<file path="src/rtl/vga_bounce_engine.sv">
// Bouncing-box pixel generator: moves a square once per frame during vertical
// blanking, cycles its colour on every wall hit and paints an optional border.
module vga_bounce_engine #(
    parameter int H_ACTIVE  = 640,
    parameter int V_ACTIVE  = 480,
    parameter int COORD_W   = 10,
    parameter int BOX_SIZE  = 64,
    parameter int SPEED_W   = 4,
    parameter int CBITS     = 4,
    parameter int INIT_X    = 0,
    parameter int INIT_Y    = 0,
    parameter int BORDER_EN = 1
) (
    input  logic               clk,
    input  logic               reset,
    input  logic               video_on,
    input  logic [COORD_W-1:0] x,
    input  logic [COORD_W-1:0] y,
    input  logic [SPEED_W-1:0] speed_x,
    input  logic [SPEED_W-1:0] speed_y,
    input  logic               pause,
    output logic [CBITS-1:0]   r,
    output logic [CBITS-1:0]   g,
    output logic [CBITS-1:0]   b,
    output logic               frame_tick,
    output logic               bounce_x,
    output logic               bounce_y,
    output logic [COORD_W-1:0] box_x,
    output logic [COORD_W-1:0] box_y
);

    localparam logic [COORD_W:0]   BOX_W  = (COORD_W+1)'(BOX_SIZE);
    localparam logic [COORD_W-1:0] H_LAST = COORD_W'(H_ACTIVE - 1);
    localparam logic [COORD_W-1:0] V_LAST = COORD_W'(V_ACTIVE - 1);
    localparam logic [COORD_W-1:0] V_TICK = COORD_W'(V_ACTIVE);

    // Returns {hit, new_dir, new_pos}; dir 0 = increasing, 1 = decreasing.
    function automatic logic [COORD_W+1:0] step_axis(
        input logic [COORD_W-1:0] pos,
        input logic               dir,
        input logic [SPEED_W-1:0] spd,
        input logic [COORD_W:0]   max_pos
    );
        logic [COORD_W:0] p;
        logic [COORD_W:0] s;
        logic [COORD_W:0] sum;
        logic [COORD_W:0] diff;
        logic [COORD_W+1:0] res;
        p   = {1'b0, pos};
        s   = '0;
        s[SPEED_W-1:0] = spd;
        sum  = p + s;
        diff = p - s;
        res  = {1'b0, dir, pos};
        if (spd != '0) begin
            if (!dir) begin
                if (sum >= max_pos) res = {1'b1, 1'b1, max_pos[COORD_W-1:0]};
                else                res = {1'b0, 1'b0, sum[COORD_W-1:0]};
            end else begin
                if (p <= s) res = {1'b1, 1'b0, {COORD_W{1'b0}}};
                else        res = {1'b0, 1'b1, diff[COORD_W-1:0]};
            end
        end
        return res;
    endfunction

    logic [COORD_W-1:0] pos_q   [2];
    logic               dir_q   [2];
    logic [SPEED_W-1:0] speed   [2];
    logic [COORD_W:0]   max_pos [2];
    logic [COORD_W+1:0] step_res[2];
    logic [COORD_W-1:0] init_pos[2];

    assign speed[0]    = speed_x;
    assign speed[1]    = speed_y;
    assign max_pos[0]  = (COORD_W+1)'(H_ACTIVE - BOX_SIZE);
    assign max_pos[1]  = (COORD_W+1)'(V_ACTIVE - BOX_SIZE);
    assign init_pos[0] = COORD_W'(INIT_X);
    assign init_pos[1] = COORD_W'(INIT_Y);

    genvar gi;
    generate
        for (gi = 0; gi < 2; gi++) begin : g_axis
            assign step_res[gi] = step_axis(pos_q[gi], dir_q[gi], speed[gi], max_pos[gi]);
        end
    endgenerate

    logic       cond_q, tick_q;
    logic [1:0] bounce_q, bounce_d;
    logic [2:0] idx_q, idx_d;
    logic       update;
    logic [CBITS-1:0] r_q, g_q, b_q, r_d, g_d, b_d;
    logic       tick_cond, in_box, on_border;
    logic [COORD_W:0] x_e, y_e, bx_e, by_e;

    assign tick_cond = (x == '0) && (y == V_TICK);
    assign update    = tick_q && !pause;

    always_comb begin
        bounce_d = 2'b00;
        idx_d    = idx_q;
        if (update) begin
            bounce_d = {step_res[1][COORD_W+1], step_res[0][COORD_W+1]};
            if (bounce_d != 2'b00) idx_d = (idx_q == 3'd7) ? 3'd1 : idx_q + 3'd1;
        end
    end

    // Box overrides border; both are masked outside the active area.
    always_comb begin
        x_e  = {1'b0, x};
        y_e  = {1'b0, y};
        bx_e = {1'b0, pos_q[0]};
        by_e = {1'b0, pos_q[1]};
        in_box = (x_e >= bx_e) && (x_e < bx_e + BOX_W) &&
                 (y_e >= by_e) && (y_e < by_e + BOX_W);
        on_border = (BORDER_EN != 0) &&
                    ((x == '0) || (x == H_LAST) || (y == '0) || (y == V_LAST));
        r_d = '0;
        g_d = '0;
        b_d = '0;
        if (video_on) begin
            if (in_box) begin
                r_d = {CBITS{idx_q[2]}};
                g_d = {CBITS{idx_q[1]}};
                b_d = {CBITS{idx_q[0]}};
            end else if (on_border) begin
                r_d = '1;
                g_d = '1;
                b_d = '1;
            end
        end
    end

    always_ff @(posedge clk) begin
        if (reset) begin
            cond_q   <= 1'b0;
            tick_q   <= 1'b0;
            bounce_q <= 2'b00;
            idx_q    <= 3'd7;
            r_q      <= '0;
            g_q      <= '0;
            b_q      <= '0;
            for (int i = 0; i < 2; i++) begin
                pos_q[i] <= init_pos[i];
                dir_q[i] <= 1'b0;
            end
        end else begin
            cond_q   <= tick_cond;
            tick_q   <= tick_cond && !cond_q;
            bounce_q <= bounce_d;
            idx_q    <= idx_d;
            r_q      <= r_d;
            g_q      <= g_d;
            b_q      <= b_d;
            if (update) begin
                for (int i = 0; i < 2; i++) begin
                    pos_q[i] <= step_res[i][COORD_W-1:0];
                    dir_q[i] <= step_res[i][COORD_W];
                end
            end
        end
    end

    assign r          = r_q;
    assign g          = g_q;
    assign b          = b_q;
    assign frame_tick = tick_q;
    assign bounce_x   = bounce_q[0];
    assign bounce_y   = bounce_q[1];
    assign box_x      = pos_q[0];
    assign box_y      = pos_q[1];

endmodule

</file>
<file path="config.mk">
export PLATFORM = sky130hd
export DESIGN_NAME = vga_bounce_engine
export DESIGN_NICKNAME = d
export VERILOG_FILES = /design/src/rtl/vga_bounce_engine.sv
export SDC_FILE = /design/constraint.sdc
export NUM_CORES = 1
export LEC_CHECK = 0
export BUFFER_PORTS_ARGS = -buffer_cell sky130_fd_sc_hd__buf_2
export CORE_MARGIN = 2
export CORE_UTILIZATION = 45
export CTS_CLUSTER_SIZE = 24
export DETAILED_ROUTE_END_ITERATION = 12
export GPL_ROUTABILITY_DRIVEN = 0
export PLACE_DENSITY = 0.67
export SYNTH_ARGS = -nofsm -noshare
export SYNTH_HDL_FRONTEND = slang
export SYNTH_SLANG_ARGS = --single-unit
</file>
<file path="constraint.sdc">
create_clock -name clk -period 4.77 [get_ports clk]
set_input_delay 0.2385 -clock clk [delete_from_list [all_inputs] [get_ports clk]]
set_output_delay 0.2385 -clock clk [all_outputs]
set_load 0.01 [all_outputs]
</file>
# --- Word level (Yosys, flattened, before mapping) ---
# Memories as Yosys holds them, arrays and structs flattened.
# Cells that the tools add are included.
word_totals:
  ramBits: 22
  out_inout_bits: 35
  n_memories: 2
  elab_cells: 75
  reg_bits: 19
classes:
  bitwise_logic: 6
  addsub: 7
  n_lt_le_gt_ge: 8
  n_eq_ne: 4
  reduce_logical: 19
  muxes: 22
mem_list:
  columns: ["name", "words", "word_bits", "read_ports", "rd_clocked_by_memory_dff", "write_ports", "line", "rtl"]
  rows:
  - ["pos_q", 2, 10, 2, 0, 2, "67", "logic [COORD_W-1:0] pos_q [2];"]
  - ["dir_q", 2, 1, 2, 0, 2, "68", "logic dir_q [2];"]
ops:
  columns: ["operator", "count"]
  rows:
  - ["12-bit two-way mux", 8]
  - ["10-bit by 4-bit adder with 11-bit output", 2]
  - ["10-bit by 7-bit adder with 11-bit output, second input constant", 2]
  - ["10-bit by 11-bit < comparator with 1-bit output", 2]
  - ["10-bit by 9-bit equality test with 1-bit output, second input constant", 2]
  - ["10-bit greater-or-equal comparator", 2]
  - ["10-bit by 4-bit less-or-equal comparator with 1-bit output", 2]
  - ["10-bit zero test", 2]
  - ["10-bit two-way mux", 2]
  - ["10-bit by 4-bit subtractor with 10-bit output", 2]
  - ["4-bit two-way mux", 4]
  - ["11-bit by 10-bit greater-or-equal comparator with 1-bit output, second input constant", 1]
  - ["11-bit by 9-bit greater-or-equal comparator with 1-bit output, second input constant", 1]
  - ["10-bit equality test, second input constant", 1]
  - ["4-bit nonzero test", 2]
  - ["1-bit two-way mux", 7]
  - ["1-bit logical AND", 6]
  - ["1-bit OR", 4]
  - ["2-bit OR reduction", 2]
  - ["3-bit by 1-bit adder with 3-bit output, second input constant", 1]
  - ["3-bit equality test, second input constant", 1]
  - ["1-bit logical OR", 3]
  - ["3-bit two-way mux", 1]
  - ["1-bit zero test", 2]
  - ["3 further kinds", 4]

# --- Depth between registers and ports, before layout ---
# An unclocked memory read counts as a cell.
depth:
  word_depth: 8
  mapped_depth: 12
  ltp_nobuf: 10

# --- Least setup slack after synthesis ---
# No wires, ideal clock.
synth_path:
  path_kind: "register -> register"
  startpoint: "mem pos_q[0][0]"
  endpoint: "mem pos_q[0][6], data pin"
  setup_slack_ps: 1766
  path_buffers: 2
  required_time_ps: 4508
  arrival_ps: 2742
  setup_time_ps: 262
  period_less_slack_ps: 3004
  path_stages_with_launch: 12
  cell_sequence: "edfxtp_1 ha_1 fa_1 nor2b_2 o311a_4 a311o_1 mux2i_1 o21ba_1 buf_6 buf_6 o221ai_1 a21oi_1"
synth_lines:
  columns: ["element", "line"]
  rows:
  - ["from (decl)", "67"]

==> flow_metrics.tcl <==
set metrics [dict create \
    status "completed" \
    synthArstFlopShare 0 \
    startpoint "pos_q[0][0]" \
    track_usage 0.2166 \
    p_comb_frac 0.287 \
    crit_type "reg -> reg" \
    dr.pass1.iters 5 \
    dp.cells 581 \
    synth_edf_count 22 \
    p_seq_frac 0.436 \
    cts_resized 0 \
    reg2reg_slack_ps 1460 \
    cts-htree-levels 2 \
    start_util 0.4569 \
    tritoncts "done" \
    grt_max_degree 17 \
    leakage_nw 1.785 \
    drtAntennaViolNets 0 \
    die_area_um2 8958 \
    grt_pass1_wl_um 15240 \
    final_layout_size_suffix_gt1_frac 0.1739 \
    grt_pass1_vias 3162 \
    synth_nets 519 \
    setup_ws_ps 1459 \
    syn_area_um2 3697 \
    antenna_found_initial 0 \
    rsz0062_at_grt "false" \
    dr.max_layer_used "met4" \
    ir_drop_uv 87.97 \
    die_w_um 94.65 \
    cp-start-kind "flip-flop" \
    p_switching_uw 239.4 \
    setup_tns_ps 0 \
    layout.cells.non_filler 588 \
    finalWirelength_um 9549 \
    cts_buffers 5 \
    wl_per_cell_um 16.24 \
    path_max_fanout 16 \
    syn_to_final_growth_pct 10.80 \
    wl_met3_um 528 \
    powerDensity_nw_per_um2 177.1 \
    final_nets 569 \
    min_from "y[9]" \
    io_pins 67 \
    hpwl_um 7601 \
    die_y_um 94.65 \
    wl_met2_um 4279 \
    holdBufCountCts 0 \
    power.share.switching 0.3299 \
    ys.flop_type "edfxtp_1" \
    period_needed_ps 3311 \
    synthCells 433 \
    drc 0 \
    max_freq_ghz 0.3020 \
    portBuffers 66 \
    skew_ps 16.97 \
    synth_area_per_cell_um2 8.539 \
    clk_pin_slew_ps 60 \
    drt_iter0_markers 202 \
    place_area_um2 4020 \
    grt-ovfl-total 0 \
    synthDistinctLibCells 67 \
    hold_viol 0 \
    synth_seq_area_share 0.2328 \
    wl_met1_um 4619 \
    core_region_area_um2 8093 \
    cp.required_ps 4980 \
    final_core_util 0.5062 \
    hold_path.class "in -> reg" \
    maxSlewViolCount 0 \
    fin_area_um2 4096 \
    period_share 0.6942 \
    cts_root_buf "clkbuf_8" \
    timing.slew.headroom 0.3857 \
    ys_ff_latch 32 \
    clock_latency_ps 300 \
    pre_cts_ws_ps 1525 \
    critPathArrivalTime_ps 3520 \
    p_clk_frac 0.277 \
    yosys_warnings 0 \
    cp-end-kind "flip-flop" \
    max_slew.worst_pin.slew_ps 898.2 \
    antennaDiodeCount 0 \
    internal-power_uw 486.2 \
    maxCapViolCount 0 \
    cts_buffer_depth 2 \
    power_uw 725.6 \
    whs_ps 292.9 \
    postCtsSetupBuffers 0 \
    worst_r2r_startpoint "pos_q[0][0]" \
    rows 33 \
    vias 3412 \
    setup_violations 0 \
    vias_per_cell 5.803 \
    clock_sinks 32 \
]
[cell usage after synthesis (3+ instances only)]
master      n  area, um^2
a211oi_1   11       82.58
o311a_1     3       30.03
nor3_1      9       45.04
o2111ai_1   4       35.03
fa_1        4       80.08
clkbuf_1    9       33.78
a221oi_1    3       26.28
nor3b_1     3       22.52
buf_2       3       15.01
nand4_1     6       37.54
nor4_1      9       56.30
a211o_1     3       26.28
buf_4       9       67.56
nand2b_1   12       75.07
mux2_2      3       33.78
nand3_1    11       55.05
and3_1      3       18.77
a21o_1      4       30.03
o21a_1      4       30.03
edfxtp_1   22       660.6
o211ai_1    7       52.55
and2_1      4       25.02
dfxtp_1    10       200.2
mux2i_1     5       50.05
inv_1      44       165.2
o21ai_0    19       95.09
xnor2_1    16       140.1
nor2_1     43       161.4
o221ai_1    5       43.79
a31oi_1     3       18.77
a21oi_1    19       95.09
nor2b_1    12       75.07
nand2_1    16       60.06
ha_1       50       625.6
[power groups by stage]
stage,logic (mW),clock network (mW),registers (mW)
global placement,0.200,0,0.322
CTS,0.207,0.204,0.316
global route,0.235,0.212,0.318
finish,0.208,0.201,0.317
floorplan,0.146,0,0.319
detailed placement,0.206,0,0.323
[cell usage in the layout, fill, tap and decap left out, drive strengths merged, types with 6 or more instances in the layout]
cell	Yosys	final
nor2	43	43
buf	14	66
o21ai	19	19
nor3	9	9
nand4	6	6
nor2b	13	13
ha	50	50
nand2	16	16
xnor2	16	16
a211oi	11	11
nand2b	12	12
dfxtp	10	10
o221ai	6	6
nand3	11	11
edfxtp	22	22
o211ai	7	7
nor4	9	9
a21oi	19	19
inv	44	44
[critical path, cell delays in order, from the launching register on]
cell and delay [ps]:
edfxtp_1 430, ha_1 250, fa_1 400, nor2b_2 190, o311a_4 350, a311o_1 360
mux2i_1 230, o21ba_1 400, a221oi_4 420, mux2i_1 220
[final timing paths]
path	to	depth (start not counted)
setup / recovery	idx_q[2]	9
hold / removal	cond_q	3
setup reg to reg	idx_q[2]	9
hold reg to reg	frame_tick	1
[cell type report]
type / count / area [um^2]
inverters: 45 / 168.9
clock inverters: 2 / 7.507
fillers: 804 / 3996
clock buffers: 5 / 68.82
well taps: 105 / 131.4
flip-flops and latches: 32 / 860.8
multi-input cells: 333 / 2529
repair buffers: 66 / 330.3
[flip-flops by register name (all words and copies together), names as in the netlist]
signal and count:
bounce_q 2, b 1, dir_q 2, frame_tick 1, pos_q 20, r 1
cond_q 1, idx_q 3, g 1
[kinds of logic after synthesis]
family / count (synthesis) / synth area share
multiplexers: 8 / 0.02267
buffers and inverters: 68 / 0.08324
adder cells (fa/ha/maj): 54 / 0.1909
flip-flops: 32 / 0.2328
XOR/XNOR: 17 / 0.04027
AO/OA/AOI/OAI: 113 / 0.2318
AND/OR/NAND/NOR: 141 / 0.1983
[metal layers]
layer,vias up,GRT usage
met4,0,0.06039
li1,1700,-
met1,1595,0.3040
met5,-,0
met2,106,0.3457
met3,11,0.03352
(Power assumes the default switching activity.)
